$ cat src/rtl/pong_score_ctrl.sv
// Pong game-flow FSM with BCD score, ball count and frame countdown timer.
// Define PONG_HISCORE_EN to build the high-score registers behind hi_dig1:hi_dig0.
module pong_score_ctrl #(
  parameter int BALLS_INIT = 3,
  parameter int TIMER_W    = 7,
  parameter int TIMER_LOAD = 127
) (
  input  logic       clk,
  input  logic       reset,
  input  logic [1:0] btn,
  input  logic       refr_tick,
  input  logic       hit,
  input  logic       miss,
  output logic [3:0] dig0,
  output logic [3:0] dig1,
  output logic [1:0] ball,
  output logic       gra_still,
  output logic       show_rule,
  output logic       show_over,
  output logic       timer_up,
  output logic [3:0] hi_dig0,
  output logic [3:0] hi_dig1
);

  localparam logic [1:0]         BALL_RST = 2'(BALLS_INIT);
  localparam logic [TIMER_W-1:0] TMR_LD   = TIMER_W'(TIMER_LOAD);

  typedef enum logic [1:0] {
    NEWGAME,
    PLAY,
    NEWBALL,
    OVER
  } state_t;

  state_t             state, state_n;
  logic [3:0]         dig0_n, dig1_n;
  logic [1:0]         ball_n;
  logic [TIMER_W-1:0] timer, timer_n;
  logic               tmr_load;
  logic               to_over;

  always_ff @(posedge clk or posedge reset) begin
    if (reset) begin
      state <= NEWGAME;
      dig0  <= 4'd0;
      dig1  <= 4'd0;
      ball  <= BALL_RST;
      timer <= '0;
    end else begin
      state <= state_n;
      dig0  <= dig0_n;
      dig1  <= dig1_n;
      ball  <= ball_n;
      timer <= timer_n;
    end
  end

  always_comb begin
    state_n  = state;
    dig0_n   = dig0;
    dig1_n   = dig1;
    ball_n   = ball;
    tmr_load = 1'b0;
    to_over  = 1'b0;
    unique case (state)
      NEWGAME: begin
        if (|btn) begin
          state_n = PLAY;
          ball_n  = ball - 2'd1;
        end
      end
      PLAY: begin
        // a miss in the same cycle swallows the hit
        if (miss) begin
          tmr_load = 1'b1;
          if (ball == 2'd0) begin
            state_n = OVER;
            to_over = 1'b1;
          end else begin
            state_n = NEWBALL;
            ball_n  = ball - 2'd1;
          end
        end else if (hit && !(dig1 == 4'd9 && dig0 == 4'd9)) begin
          if (dig0 == 4'd9) begin
            dig0_n = 4'd0;
            dig1_n = dig1 + 4'd1;
          end else begin
            dig0_n = dig0 + 4'd1;
          end
        end
      end
      NEWBALL: begin
        if (timer_up && |btn) state_n = PLAY;
      end
      OVER: begin
        if (timer_up) begin
          state_n = NEWGAME;
          dig0_n  = 4'd0;
          dig1_n  = 4'd0;
          ball_n  = BALL_RST;
        end
      end
      default: state_n = NEWGAME;
    endcase
  end

  always_comb begin
    timer_n = timer;
    if (tmr_load) timer_n = TMR_LD;
    else if (refr_tick && !timer_up) timer_n = timer - 1'b1;
  end

  assign timer_up  = (timer == '0);
  assign gra_still = (state != PLAY);
  assign show_rule = (state == NEWGAME);
  assign show_over = (state == OVER);

`ifdef PONG_HISCORE_EN
  always_ff @(posedge clk or posedge reset) begin
    if (reset) begin
      hi_dig0 <= 4'd0;
      hi_dig1 <= 4'd0;
    end else if (to_over && ({dig1, dig0} > {hi_dig1, hi_dig0})) begin
      hi_dig0 <= dig0;
      hi_dig1 <= dig1;
    end
  end
`else
  logic hi_unused;
  assign hi_unused = to_over;
  assign hi_dig0   = 4'd0;
  assign hi_dig1   = 4'd0;
`endif

endmodule

$ cat config.mk
export PLATFORM = sky130hd
export DESIGN_NAME = pong_score_ctrl
export DESIGN_NICKNAME = d
export VERILOG_FILES = /design/src/rtl/pong_score_ctrl.sv
export SDC_FILE = /design/constraint.sdc
export NUM_CORES = 1
export LEC_CHECK = 0
export ABC_AREA = 0
export BUFFER_PORTS_ARGS = -buffer_cell sky130_fd_sc_hd__buf_4
export CORE_MARGIN = 2
export CORE_UTILIZATION = 52
export CTS_CLUSTER_SIZE = 12
export DETAILED_ROUTE_END_ITERATION = 7
export PLACE_DENSITY = 0.78
export SYNTH_ARGS = -nofsm -noshare
export SYNTH_HDL_FRONTEND = slang
export SYNTH_SLANG_ARGS = --single-unit
$ cat constraint.sdc
create_clock -name clk -period 2.6 [get_ports clk]
set_clock_uncertainty 0.1 [all_clocks]
set_input_delay 0.26 -clock clk [delete_from_list [all_inputs] [get_ports clk]]
set_output_delay 0.26 -clock clk [all_outputs]
set_load 0.02 [all_outputs]
# Word-level counts from Yosys, hierarchy flattened
# Cells that the tools add are included.
[word_totals]
ff_bits = 19
in_bits = 7
out_inout_bits = 22
elab_cells = 64
[op_classes]
addsub = 4
eq_ne = 14
mux = 24
reduce_logical = 17
[op_table]
columns = ["op", "n"]
rows = [
  ["4-bit two-way mux", 7],
  ["2-bit two-way mux", 8],
  ["4-bit one-hot mux with 2 select lines", 2],
  ["7-bit two-way mux", 2],
  ["2-bit inequality test (second input constant)", 6],
  ["5-bit AND reduction", 2],
  ["4-bit by 1-bit adder with 4-bit output (second input constant)", 2],
  ["4-bit equality test (second input constant)", 2],
  ["2-bit one-hot mux with 4 select lines", 1],
  ["4-bit AND reduction", 2],
  ["7-bit logical NOT", 1],
  ["7-bit by 1-bit subtractor with 7-bit output (second input constant)", 1],
  ["2-bit by 1-bit inequality test with 1-bit output (second input constant)", 3],
  ["2-bit one-hot mux with 3 select lines", 1],
  ["2-bit equality test (second input constant)", 2],
  ["1-bit logical AND", 4],
  ["2-bit logical NOT", 2],
  ["2-bit nonzero test", 2],
  ["1-bit two-way mux", 3],
  ["3-bit nonzero test", 1],
  ["2-bit by 1-bit equality test with 1-bit output (second input constant)", 1],
  ["1-bit logical NOT", 2],
  ["2-bit OR reduction", 1],
  ["2-bit by 1-bit subtractor with 2-bit output (second input constant)", 1],
]

# Longest topological paths before layout
[depth]
word_depth = 7
mapped_depth = 8
mapped_depth_nobuf = 6

# Worst setup path before layout
# OpenSTA, ideal clock, no wires.
[synth_path]
path_kind = "register to register"
from = "register timer[0]"
to = "register dig1[2]"
setup_time_ns = 0.135
t_arrival_ns = 1.903
required_time_ns = 2.365
slack_ns = 0.463
stages_incl_launch_ff = 9
path_buffers = 2
period_less_slack_ns = 2.137
cell_sequence = "dfrtp_1 -> inv_1 -> ha_1 -> or3b_1 -> buf_2 -> o32a_4 -> buf_2 -> o31ai_1 -> o31ai_1"
[synth_via]
elab_chain_cells = 3
[synth_lines]
columns = ["element", "line_no", "rtl"]
rows = [
  ["start, declared", "38", "logic [TIMER_W-1:0] timer, timer_n;"],
  ["start signal, assigned", "54", "timer <= timer_n;"],
  ["7-bit logical NOT", "113", "assign timer_up = (timer == '0);"],
  ["2-bit by 1-bit inequality test with 1-bit output (no source line)", "n/a", ""],
  ["5-bit AND reduction (no source line)", "n/a", ""],
  ["end signal, assigned", "52", "dig1 <= dig1_n;"],
  ["end, declared", "15", "output logic [3:0] dig1,"],
]
# No other way between the ends.
# A chain may end at the register's enable or synchronous reset.

# Worst setup path after layout
[layout_path]
from = "register timer[0]"
to = "register dig1[3]"
# The elaborated chain is that of the path after synthesis.

==> results.cfg <==
[clocking]
cts_tree = done
cts_repair_resize_count = 0
clk_pin_slew_ns = 0.12
cts_max_level = 1
clock_path_buffers = 2
cts_root_buf = clkbuf_4
clk-insertion-delay-late_ns = 0.31
clock_sink_count = 19
numCtsBuffers = 3

[global_route]
grt_pass1_wl_microns = 4298
grt_usage_pct = 20.88
overflow = 0
grt_pass1_vias = 966
grt_antenna_before_repair = 0
grt_max_degree = 20

[worst_setup_path]
worstSetupEndpointType = flip-flop
start_kind = flip-flop
required_ns = 2.72
crit_arrival_ns = 2.50
path_class = reg -> reg
crit_fanout = 13

[logic_synthesis]
synth.distinct_cells = 39
synth_area_per_cell_sq_um = 8.999
synth_compound_area_share_pct = 21.32
syn_inst = 135
ys.flop_type = dfrtp_1
synth_xor_area_share_pct = 3.605
ys_async_sr_fraction_pct = 100.0
syn_area_sq_mm = 0.001215
synth_adder_area_share_pct = 6.179
ys_ff_latch = 19
synthMuxAreaShare_pct = 0
synth_top_family_by_area = compound AO/OA/AOI/OAI gates
yosysWarnings = 0
yosysSeqAreaShare_pct = 39.34
synth_edf_count = 0
synth-simple-area-share_pct = 19.36

[floorplan]
die_w_microns = 52.34
num_rows = 17
fp.coreArea_sq_mm = 0.002212
initial_core_util_pct = 54.92
die_area_sq_mm = 0.002739
die_h_microns = 52.34
ioPinCount = 29

[route]
first_pass_iters = 5
post-route-drc-count = 0
drt_iter0_markers = 19
met1_length_microns = 1060
viasPerCell = 5.630
wl_met3_microns = 142
maxUsedRoutingLayer = met4
wl_per_cell_microns = 13.51
route.met2.wl_microns = 1267
routed_wl_microns = 2486
postRouteAntennaNets = 0
vias = 1036

[timing]
finalHoldViolCount = 0
finalCritPeriodShare_pct = 91.54
fmax_mhz = 420.2
setup_viol = 0
slew_headroom_pct = 50.79
grt_setup_unrepaired = false
tightest_slew_ns = 0.7373
setup_tns_ns = 0
post-route-min-period_ns = 2.380
maxSlewViolCount = 0
whs_ns = 0.1738

[run]
drv_cap = 0

[placement]
place_area_sq_mm = 0.001355
dp_hpwl_microns = 1851
portBuffers = 20
place.gp.congestion = 0.8427
dpl.cell_count = 179

[cells_and_area]
final_nets = 170
syn2layout_area_growth_pct = 14.62
drive_above_1_share_pct = 19.23
utilization_pct = 62.95
design_area_sq_mm = 0.001393
stdcell_count = 184
fillers = 200
num_antenna_cells = 0

[pwr]
power_leakage_nw = 0.6246
powerDensity_mw_per_mm2 = 1053
vdd_drop_max_mv = 0.6089

[min_path]
hold_path.class = in -> reg

[status]
status = completed
==> power by group <==
part	leakage, nW	internal [W]	switching, W
Clock	0.0177	0.0000575	0.000101
Combinational	0.384	0.000306	0.000427
Sequential	0.223	0.000426	0.000149
==> cell families (layout without fill, tap and decap cells) <==
group,after synthesis,after routing
xor gates and xnor gates,5,5
and+or+nand+nor,45,45
adders and majority gates,6,6
buffers and inverters,23,37
other,1,8
DFF,19,19
AOI/OAI and AO/OA,36,36
==> sequential cells by signal, summed over array words and instances (netlist names) <==
name	flops
timer	7
dig0	4
dig1	4
ball	2
state	2
==> through the flow <==
step | setup WS [ns] | total power [W]
2_1_floorplan | 0.4625 | 0.001071
3_3_place_gp | 0.3425 | 0.001282
3_5_place_dp | 0.2268 | 0.001316
4_1_cts | 0.2182 | 0.001477
5_1_grt | 0.1367 | 0.001597
6_report | 0.2201 | 0.001466
==> area by class of cell <==
type / instances / area (sq um) / share of cell area [%]
flip-flops and latches: 19 / 478.0 / 34.32
repair buffers: 22 / 167.7 / 12.04
multi-input cells: 100 / 643.1 / 46.18
inverters: 11 / 41.29 / 2.965
well taps: 28 / 35.03 / 2.516
clock buffers: 3 / 22.52 / 1.617
clock inverters: 1 / 5.005 / 0.3594
==> worst max-delay path: stages, from the launching register on <==
cell	delay, ns
dfrtp_1	0.39
inv_1	0.10
ha_1	0.21
or3b_1	0.50
o32a_4	0.42
or2_4	0.29
o32ai_1	0.28
==> final timing paths <==
kind / depth (start not counted) / slack [ns] / endpoint / start
max reg2reg: 6 / 0.22 / dig1[3] / timer[0]
min in group asynchronous: 3 / 0.53 / dig0[0] / reset
max in group asynchronous: 3 / 1.40 / timer[5] / reset
max: 6 / 0.22 / dig1[3] / timer[0]
min reg2reg: 2 / 0.45 / timer[6] / timer[6]
min: 3 / 0.17 / state[0] / btn[0]
==> timing repair <==
action / 4_1_cts / 5_1_grt
hold endpoints to repair: 17 / 0
hold buffers: 1 / 0
setup buffers: 0 / 0
==> synth_stat cells (all sizes together), types with 2 or more instances <==
| cell | number | area (sq um) |
|---|---|---|
| o31ai | 8 | 60.06 |
| nand3b | 4 | 30.03 |
| or3b | 2 | 17.52 |
| dfstp | 2 | 52.55 |
| buf | 11 | 75.07 |
| nor3 | 5 | 25.02 |
| o211ai | 3 | 22.52 |
| nand2 | 12 | 45.04 |
| xor2 | 3 | 26.28 |
| dfrtp | 17 | 425.4 |
| o2111ai | 2 | 17.52 |
| nand2b | 2 | 12.51 |
| a21oi | 2 | 10.01 |
| nand3 | 4 | 20.02 |
| nor2 | 9 | 33.78 |
| o22ai | 2 | 12.51 |
| inv | 11 | 41.29 |
| xnor2 | 2 | 17.52 |
| ha | 6 | 75.07 |
| o21ai | 10 | 50.05 |
| o41ai | 2 | 17.52 |
==> cell usage in the layout, fill, tap and decap left out, types with 2 or more instances in the layout <==
cell type,instances
buf_4,21
dfrtp_1,17
nand2_1,12
inv_1,11
o21ai_0,10
nor2_1,9
o31ai_1,8
conb_1,8
ha_1,6
nor3_1,5
nand3b_1,4
nand3_1,4
xor2_1,3
o211ai_1,3
clkbuf_4,3
nand2b_1,2
o2111ai_1,2
a21oi_1,2
o22ai_1,2
o41ai_1,2
xnor2_1,2
dfstp_2,2
==> per-layer routing <==
layer	global-route usage [%]	vias up
met4	5.983	0
met3	5.429	2
met2	35.83	31
met1	25.59	491
met5	0	-
li1	-	512
Note: power is estimated with default switching activity, not from simulation.
